`config.mk`:
```
export PLATFORM = sky130hd
export DESIGN_NAME = msg_serializer_flat
export DESIGN_NICKNAME = d
export VERILOG_FILES = /design/src/rtl/msg_serializer_pkg.sv /design/src/rtl/msg_serializer_if.sv /design/src/rtl/msg_serializer.sv /design/src/flat_wrapper.sv
export SDC_FILE = /design/constraint.sdc
export NUM_CORES = 1
export LEC_CHECK = 0
export ABC_CLOCK_PERIOD_IN_PS = 4130
export CORE_UTILIZATION = 57
export CTS_BUF_LIST = sky130_fd_sc_hd__clkbuf_16
export DETAILED_ROUTE_END_ITERATION = 8
export PLACE_DENSITY = 0.92
export SLEW_MARGIN = 20
export SYNTH_ARGS = -nofsm -noshare
export SYNTH_HDL_FRONTEND = slang
export SYNTH_SLANG_ARGS = --single-unit
```
`constraint.sdc`:
```
create_clock -name CLK -period 4.13 [get_ports CLK]
set_input_delay 0.413 -clock CLK [delete_from_list [all_inputs] [get_ports CLK]]
set_output_delay 0.413 -clock CLK [all_outputs]
set_load 0.03 [all_outputs]
```
`src/rtl/msg_serializer_pkg.sv`:
```
// Shared definitions for the message serializer: state encoding, frame geometry
// and the default sync byte.
package msg_serializer_pkg;

    // Frame sequencer states, 3-bit encoding.
    typedef enum logic [2:0] {
        IDLE  = 3'd0,
        POP   = 3'd1,
        LATCH = 3'd2,
        SEND  = 3'd3,
        HOLD  = 3'd4,
        GAP   = 3'd5
    } state_t;

    // Bytes on the wire per frame: sync + 16 data bytes + checksum.
    localparam int FRAME_LEN = 18;

    // Data bytes carried by one 128-bit message.
    localparam int DATA_BYTES = 16;

    // Default frame start byte.
    localparam logic [7:0] SYNC_BYTE_DEFAULT = 8'hA5;

endpackage

```
`src/rtl/msg_serializer_if.sv`:
```
// FIFO-side and UART-side signals of the message serializer.
//
// Handshakes: the FIFO side is pop-on-strobe -- FIFO_READ is a one-cycle pop
// issued only while FIFO_EMPTY=0, and FIFO_RD_DATA is valid the cycle after.
// The UART side is valid/ready -- a byte transfers on a cycle where
// UART_LOAD=1; UART_LOAD is only raised from a state that saw UART_READY=1,
// and UART_DATA is meaningful only while UART_LOAD=1.
interface msg_serializer_if;
    import msg_serializer_pkg::*;

    logic         FIFO_EMPTY;
    logic [127:0] FIFO_RD_DATA;
    logic         FIFO_READ;
    logic         UART_READY;
    logic         UART_LOAD;
    logic [7:0]   UART_DATA;

    // Serializer side.
    modport master (
        input  FIFO_EMPTY,
        input  FIFO_RD_DATA,
        input  UART_READY,
        output FIFO_READ,
        output UART_LOAD,
        output UART_DATA
    );

    // FIFO / UART side.
    modport slave (
        output FIFO_EMPTY,
        output FIFO_RD_DATA,
        output UART_READY,
        input  FIFO_READ,
        input  UART_LOAD,
        input  UART_DATA
    );

endinterface

```
`src/rtl/msg_serializer.sv`:
```
// Pops 128-bit messages from a FIFO and sends each as an 18-byte UART frame:
// sync byte, 16 message bytes MSB first, XOR checksum of the message bytes.
// A configurable idle gap follows every frame.
module msg_serializer
    import msg_serializer_pkg::*;
#(
    parameter logic [7:0] SYNC_BYTE  = SYNC_BYTE_DEFAULT,
    parameter int         GAP_CYCLES = 16
) (
    input  logic                   CLK,
    input  logic                   RESET,
    msg_serializer_if.master       bus,
    output logic                   BUSY,
    output logic [15:0]            MSG_COUNT,
    output state_t                 STATE
);

    localparam logic [4:0]  LAST_IDX    = 5'(FRAME_LEN - 1);
    localparam logic [4:0]  FRAME_LEN_W = 5'(FRAME_LEN);
    // GAP runs while the counter walks 0..GAP_LAST, i.e. GAP_CYCLES+1 clocks,
    // and a single clock when GAP_CYCLES is 0.
    localparam logic [15:0] GAP_LAST    = 16'(GAP_CYCLES);

    state_t        state;
    state_t        state_nxt;
    logic [127:0]  msg_reg;
    logic [4:0]    byte_idx;
    logic [7:0]    checksum;
    logic [15:0]   gap_cnt;
    logic [15:0]   msg_count_q;
    logic          uart_load_q;
    logic [7:0]    uart_data_q;
    logic [7:0]    cur_byte;

    logic          fifo_read;
    logic          do_latch;
    logic          do_load;
    logic          do_count;

    // Next-state and per-state control strobes.
    always_comb begin
        state_nxt = state;
        fifo_read = 1'b0;
        do_latch  = 1'b0;
        do_load   = 1'b0;
        do_count  = 1'b0;
        case (state)
            IDLE: begin
                if (!bus.FIFO_EMPTY) state_nxt = POP;
            end
            POP: begin
                fifo_read = 1'b1;
                state_nxt = LATCH;
            end
            LATCH: begin
                do_latch  = 1'b1;
                state_nxt = SEND;
            end
            SEND: begin
                if (bus.UART_READY) begin
                    do_load   = 1'b1;
                    state_nxt = HOLD;
                end
            end
            HOLD: begin
                if (byte_idx < FRAME_LEN_W) begin
                    state_nxt = SEND;
                end else begin
                    do_count  = 1'b1;
                    state_nxt = GAP;
                end
            end
            GAP: begin
                if (gap_cnt == GAP_LAST) state_nxt = IDLE;
            end
            default: state_nxt = IDLE;
        endcase
    end

    // Byte selected by the frame index: sync, message bytes MSB first, checksum.
    always_comb begin
        cur_byte = SYNC_BYTE;
        if (byte_idx == LAST_IDX) begin
            cur_byte = checksum;
        end else begin
            for (int i = 0; i < DATA_BYTES; i++) begin
                if (byte_idx == 5'(i + 1)) cur_byte = msg_reg[8*(DATA_BYTES-1-i) +: 8];
            end
        end
    end

    // State register.
    always_ff @(posedge CLK) begin
        if (RESET) state <= IDLE;
        else       state <= state_nxt;
    end

    // Message capture, byte index and running checksum of loaded data bytes.
    always_ff @(posedge CLK) begin
        if (RESET) begin
            msg_reg  <= '0;
            byte_idx <= '0;
            checksum <= '0;
        end else if (do_latch) begin
            msg_reg  <= bus.FIFO_RD_DATA;
            byte_idx <= '0;
            checksum <= '0;
        end else if (do_load) begin
            byte_idx <= byte_idx + 5'd1;
            if (byte_idx != 5'd0 && byte_idx != LAST_IDX) checksum <= checksum ^ cur_byte;
        end
    end

    // UART load strobe and data; data keeps its last value between loads.
    always_ff @(posedge CLK) begin
        if (RESET) begin
            uart_load_q <= 1'b0;
            uart_data_q <= '0;
        end else begin
            uart_load_q <= do_load;
            if (do_load) uart_data_q <= cur_byte;
        end
    end

    // Inter-frame gap counter, restarted on the way into GAP.
    always_ff @(posedge CLK) begin
        if (RESET)                gap_cnt <= '0;
        else if (do_count)        gap_cnt <= '0;
        else if (state == GAP)    gap_cnt <= gap_cnt + 16'd1;
    end

    // Completed-frame counter, wraps naturally at 16 bits.
    always_ff @(posedge CLK) begin
        if (RESET)         msg_count_q <= '0;
        else if (do_count) msg_count_q <= msg_count_q + 16'd1;
    end

    assign bus.FIFO_READ = fifo_read;
    assign bus.UART_LOAD = uart_load_q;
    assign bus.UART_DATA = uart_data_q;
    assign BUSY          = (state != IDLE);
    assign MSG_COUNT     = msg_count_q;
    assign STATE         = state;

endmodule

```
`src/flat_wrapper.sv`:
```
// flat-port wrapper written by rule: the top's interface ports become plain ports
module msg_serializer_flat import msg_serializer_pkg::*;
#(
    parameter logic [7:0] SYNC_BYTE  = SYNC_BYTE_DEFAULT,
    parameter int         GAP_CYCLES = 16
)
  (CLK, RESET, BUSY, MSG_COUNT, STATE, bus_FIFO_EMPTY, bus_FIFO_RD_DATA, bus_UART_READY, bus_FIFO_READ, bus_UART_LOAD, bus_UART_DATA);
  msg_serializer_if bus_i ();
  input  logic CLK;
  input  logic RESET;
  output logic BUSY;
  output logic [15:0] MSG_COUNT;
  output state_t STATE;
  input wire logic [$bits(bus_i.FIFO_EMPTY)-1:0] bus_FIFO_EMPTY;
  input wire logic [$bits(bus_i.FIFO_RD_DATA)-1:0] bus_FIFO_RD_DATA;
  input wire logic [$bits(bus_i.UART_READY)-1:0] bus_UART_READY;
  output wire logic [$bits(bus_i.FIFO_READ)-1:0] bus_FIFO_READ;
  output wire logic [$bits(bus_i.UART_LOAD)-1:0] bus_UART_LOAD;
  output wire logic [$bits(bus_i.UART_DATA)-1:0] bus_UART_DATA;
  assign bus_i.FIFO_EMPTY = bus_FIFO_EMPTY;
  assign bus_i.FIFO_RD_DATA = bus_FIFO_RD_DATA;
  assign bus_i.UART_READY = bus_UART_READY;
  assign bus_FIFO_READ = bus_i.FIFO_READ;
  assign bus_UART_LOAD = bus_i.UART_LOAD;
  assign bus_UART_DATA = bus_i.UART_DATA;
  msg_serializer #(.SYNC_BYTE(SYNC_BYTE), .GAP_CYCLES(GAP_CYCLES)) u_core (.CLK(CLK), .RESET(RESET), .bus(bus_i), .BUSY(BUSY), .MSG_COUNT(MSG_COUNT), .STATE(STATE));
endmodule
```
==> impl_results.md <==
* Status: complete, no violations
* Top cell type's share of synthesized area at 0.410
* Area of the multi-input gates at between 4000 and 5000 µm²
* Seq/Total Area, Yosys at 0.410
* Die area at about 16000 µm²
* RSZ-0062 raised after global routing: false
* Routed Antenna Nets at 0
* Post-synth top cells: nand2_1, dfxtp_1, a21oi_1, nor2_1, clkbuf_1
* H-tree Lvls at 4
* Vias post-DR at about 9000
* EDFF count, synth at 0
* Total negative slack at 0 ns
* Ys Warns at 0
* Detailed Route WL at roughly 27 mm
* Arrival @ worst endpoint at around 3.4 ns
* Worst slew pin tran at just over 0.8 ns
* Reg area at between 3000 and 4000 µm²
* Critical Path Start Type: flip-flop
* Peak supply drop at 0.000389 V
* Core Box Area at 15300 µm²
* Reg2reg start: u_core.byte_idx[0]
* Syn Std Cell Area at 9030 µm²
* Gr busiest metal: met2
* Seq cells post-synth at around 190
* Total CTS buffers at 17
* CTS tree: yes
* Pin count of the biggest net entering global routing at 85
* Tmin final at 3.04 ns
* R2R depth at 9
* Syn_nets at 1326
* Final setup violation count at 0
* Worst Skew at 0.00928 ns
* DP Cell Count at 1488
* CTS Buffer Depth at 2
* Final #Nets at approximately 1400
* Starting Density at 0.590
* Remaining DRCs at 0
* Hold Path Class: input pin to flip-flop
* WP data required at around 4.5 ns
* Fin cells at between 1500 and 2000
* Setup crit end: u_core.checksum[0]
* DP HPWL at 19.1 mm
* Fmax at roughly 330 MHz
* Die Ht at about 130 µm
* Met2 Resource Use GR at 0.551
* Drt first pass iters at 6
* Vias per cell at roughly 5.9
* Hold Crit Depth at 2
* Max-slew violation count at 0
* Post-synth top area cell: dfxtp_1
* Critical Path Start: u_core.byte_idx[0]
* Ys async rst share at 0
* Post-CTS Setup Repair Bufs at 0
* Met1 usage in global routing at 0.414
* Reg clk slew, reported paths at approximately 0.07 ns
* Post-Syn Instances at approximately 1200
* Total grt overflow at 0
* Tot GR Track Use at 0.329
* # diodes at 0
* Vias in the first global route at 8503
* P_leak at around 4.0 nW
* Global placer's final weighted congestion at about 1.0
* Worst hold slack at approximately 0.4 ns
* Top cells by area, synth: dfxtp_1, nand2_1, a21oi_1
* Hold Buf Count CTS at 0
* Fraction of the cycle the final worst path needs at 0.736
* Area delta synth->final at 24.4%
* Crit Path Category: flip-flop to flip-flop
* IO Port Bufs at 161
* Crit-path max FO at 22
* Root Buffer: clkbuf_16
* # Max-Cap Violations at 0
* Post_cts resized at 0
* First-pass GRT wire length at 42.2 mm
* FILL cells at ~1200
* Slew margin rel. at 0.458
* Most numerous cell in the Yosys netlist: nand2_1
* Top_reg_cell synth: dfxtp_1
* Met3 Resource Use GR at 0.0676
* Power per cell area at 416 nW/µm²
* Share of cells above drive strength 1 at 0.0604
* R2r endpoint: u_core.checksum[0]
* DR WL/cell at 17.5 µm
* Number of flip-flops in the largest register at approximately 130
* Synth cell types at 80
* Clk sink count at 185
* R2R Setup Slk at ~1.1 ns
* Mean post-synth cell area at between 7 and 8 µm²
* Clock latency on the worst-skew pair at between 0.4 and 0.5 ns
* Critical path endpoint category: flip-flop
* Antenna violations before repair at 0
* Io pins at roughly 160
* Site Rows at between 40 and 50
* Detailed Route Iter0 Violations at ~840
* Final core occ at 0.734
* Die width at about 130 µm
* Hold Vio Cnt, Final at 0
-- cells by family after synthesis --
family                     count (synthesis)  synth area share
adders and majority gates                  8            0.0111
buffers and inverters                    109            0.0521
xor gates and xnor gates                  30            0.0291
DFF                                      185             0.410
muxes                                      7           0.00776
and+or+nand+nor                          532             0.280
AOI/OAI and AO/OA                        315             0.210
-- placed cells by master (no fill, tap or decap), types with 7 or more instances in the layout --
master           Yosys  routed
nand2_1            313     312
dfxtp_1            185     185
a21oi_1            178     178
clkdlybuf4s50_1      0     160
nor2_1              65      65
o21ai_0             41      41
xor2_1              24      24
nand3_1             24      24
inv_1               23      23
clkbuf_16            0      17
buf_4                3      17
nand2b_1            15      15
nand4_1             14      14
or3_1               13      13
nor3_1              11      11
a31oi_1             11      11
nor2b_1             10      10
o211ai_1             9       9
ha_1                 8       8
nor4_1               7       7
mux2i_1              7       7
o22ai_1              7       7
-- final cells by class --
class	count	share of cell area
Clock buffer	17	0.0379
Timing Repair Buffer	177	0.154
Clock inverter	15	0.0145
Tap cell	211	0.0235
Sequential cell	185	0.330
Inverter	23	0.00768
Multi-Input combinational cell	892	0.433
-- report_power, final --
group          switching, mW  internal [mW]
Sequential             0.170           1.98
Clock                  0.770          0.859
Combinational          0.544          0.362
-- stage by stage --
stage	instance area, µm²	total power [mW]	setup WS (ns)
2_1_floorplan	9030	2.72	1.31
3_3_place_gp	10700	3.04	1.31
3_5_place_dp	10700	3.07	1.16
4_1_cts	11200	4.67	1.15
5_1_grt	11200	4.86	0.924
6_report	11200	4.68	1.09
-- critical path: stages (launching register included) --
cell and delay [ns]:
dfxtp_1 0.42, inv_1 0.11, ha_1 0.22, buf_4 0.22, a2111oi_0 0.63, o22ai_1 0.17
o211a_1 0.29, nor4_1 0.52, o211ai_1 0.17, mux2i_1 0.15
-- worst min path at each step --
stage	slack, ns	endpoint	startpoint
after floorplan	0.43	u_core.msg_reg[121]	u_core.msg_reg[121]
after global placement	0.44	u_core.msg_reg[49]	u_core.msg_reg[49]
after detailed placement	0.45	u_core.msg_reg[43]	u_core.msg_reg[43]
after CTS	0.40	u_core.MSG_COUNT[6]	RESET
after global routing	0.43	u_core.MSG_COUNT[6]	RESET
final	0.41	u_core.MSG_COUNT[8]	RESET
-- routing by layer --
metal	wire, µm	part of all wire
met3	2170	0.081
met2	12500	0.47
met4	756	0.028
met1	11200	0.42
met5	0	0
No activity file was read; power rests on OpenSTA's default activity.
==> variant (same flow settings) <==
The package constant `DATA_BYTES` goes from 16 to 32.
--- a/src/rtl/msg_serializer_pkg.sv
+++ b/src/rtl/msg_serializer_pkg.sv
@@ -18,3 +18,3 @@
     // Data bytes carried by one 128-bit message.
-    localparam int DATA_BYTES = 16;
+    localparam int DATA_BYTES = 32;
 
Formal check against the unedited RTL: not equivalent (a bounded check fails within 10 cycles, from zero or initial values and one cycle with RESET high).
==> variant against the unedited design <==
- clock power shrank 6%
- cell count shrank 6.8%
- power shrank 16%
- sequential power shrank 13%
- synthesized area shrank 6.0%
- design area shrank 6.2%
- count of clock-buffer cells in the layout is the same
- worst setup slack lost 0.10 ns
- combinational power shrank 45%
- wire length shrank 9.2%
- sequential cell count shrank 8
- largest cell class unchanged
==> variant: results (changes against the unedited design) <==
| Metric | Value |
|---|---|
| Status | `finished clean (unchanged)` |
| WP data arrival | `3.48 ns (was 3.35 ns)` |
| Worst-case reg-to-reg path depth | `8 (was 9)` |
| Post-Place Setup Slack | `1.12 ns (was 1.16 ns)` |
| Post-Route WL | `24.2 mm (was 26.7 mm)` |
| Iter 0 DRT Violations | `928 (was 837)` |
| Routed via count | `8422 (was 9030)` |
| Maximum clock rate | `319 MHz (was 329 MHz)` |
| Leakage power | `3.71 nW (was 3.95 nW)` |
| HP Class | `register to register (was input pin to register)` |
| CP max FO | `27 (was 22)` |
| Switching pwr | `1.06 mW (was 1.48 mW)` |
| Slew of the pin with the lowest slew margin | `0.921 ns (was 0.813 ns)` |
| Net Count, Synth | `1259 (was 1326)` |
| Combinational power share | `12.7% (was 19.3%)` |
| Layout Skew | `0.00883 ns (was 0.00928 ns)` |
| Sequential share of the synthesized area | `41.7% (was 41.0%)` |
| Synth top cells by count | `294 x nand2_1, 179 x a21oi_1, 177 x dfxtp_1, 61 x nor2_1, 59 x clkbuf_1 (was 313 x nand2_1, 185 x dfxtp_1, 178 x a21oi_1, 65 x nor2_1, 63 x clkbuf_1)` |
| Global-route met1 utilization | `40.6% (was 41.4%)` |
| Vias in the first global route | `7663 (was 8503)` |
| Placer congestion estimate | `0.960 (was 1.02)` |
| Worst hold start | `u_core.msg_reg[115] (was RESET)` |
| Met3 global-route usage | `8.24% (was 6.76%)` |
| Fillers | `1121 (was 1213)` |
| GRT met2 Usage | `51.3% (was 55.1%)` |
| PortBufs | `153 (was 161)` |
| Seq. pwr | `1.88 mW (was 2.15 mW)` |
| Switching part of the total | `26.9% (was 31.7%)` |
| CP endpoint | `u_core.checksum[7] (was u_core.checksum[0])` |
| Layout cells sized above 1 | `5.19% (was 6.04%)` |
| Worst IR Drop VDD | `0.000314 V (was 0.000389 V)` |
| Largest net degree at the start of global routing | `88 (was 85)` |
| Final nets | `1359 (was 1436)` |
[variant: cell count changes after synthesis, moves of 5 or more]
cell and delta:
nor2b_1 +7, o21ai_0 -12, dfxtp_1 -8, a211oi_1 +5, nand2_1 -19, a221oi_1 +5
inv_1 -8, nand3_1 -13, nand2b_1 +5, o211ai_1 -6, mux2i_1 -5
[variant: layer usage]
layer | up-vias | wire (um)
met5 | - | 0
met4 | 0 | 659
met3 | 58 | 2220
met2 | 390 | 11300
met1 | 3918 | 10000
li1 | 4056 | -
[variant: final cells by class]
cell class | count | area share [%]
multi-input combinational | 839 | 42.8
sequential | 177 | 33.6
timing repair buffer | 168 | 15.6
clock buffer | 17 | 4.04
tap | 184 | 2.18
clock inverter | 15 | 1.25
inverter | 16 | 0.570
[variant: per-stage QoR]
step	cells	hold slack, ns	util [%]	area [um^2]
after global placement	1384	0.440	68.7	9980
final	1416	0.458	72.5	10500
after detailed placement	1384	0.446	68.7	9980
after CTS	1416	0.456	72.5	10500
after floorplan	1119	0.431	-	8490
after global routing	1416	0.472	72.5	10500
[variant: critical path, delay by kind of cell, from the launching register on]
family                     cells  cell delay, ns
adders and majority gates      1            0.70
and+or+nand+nor                2            0.39
DFF                            1            0.93
AOI/OAI and AO/OA              5            1.03
[variant: kinds of logic (layout without fill, tap and decap cells)]
kind of cell,Yosys count,count (layout),share of synthesized area (%)
AND/OR/NAND/NOR,497,497,27.0
AO/OA/AOI/OAI,305,305,21.7
flip-flops,177,177,41.7
buffers and inverters,103,216,5.29
XOR/XNOR,27,27,2.78
adder cells (fa/ha/maj),8,8,1.18
multiplexers,2,2,0.236
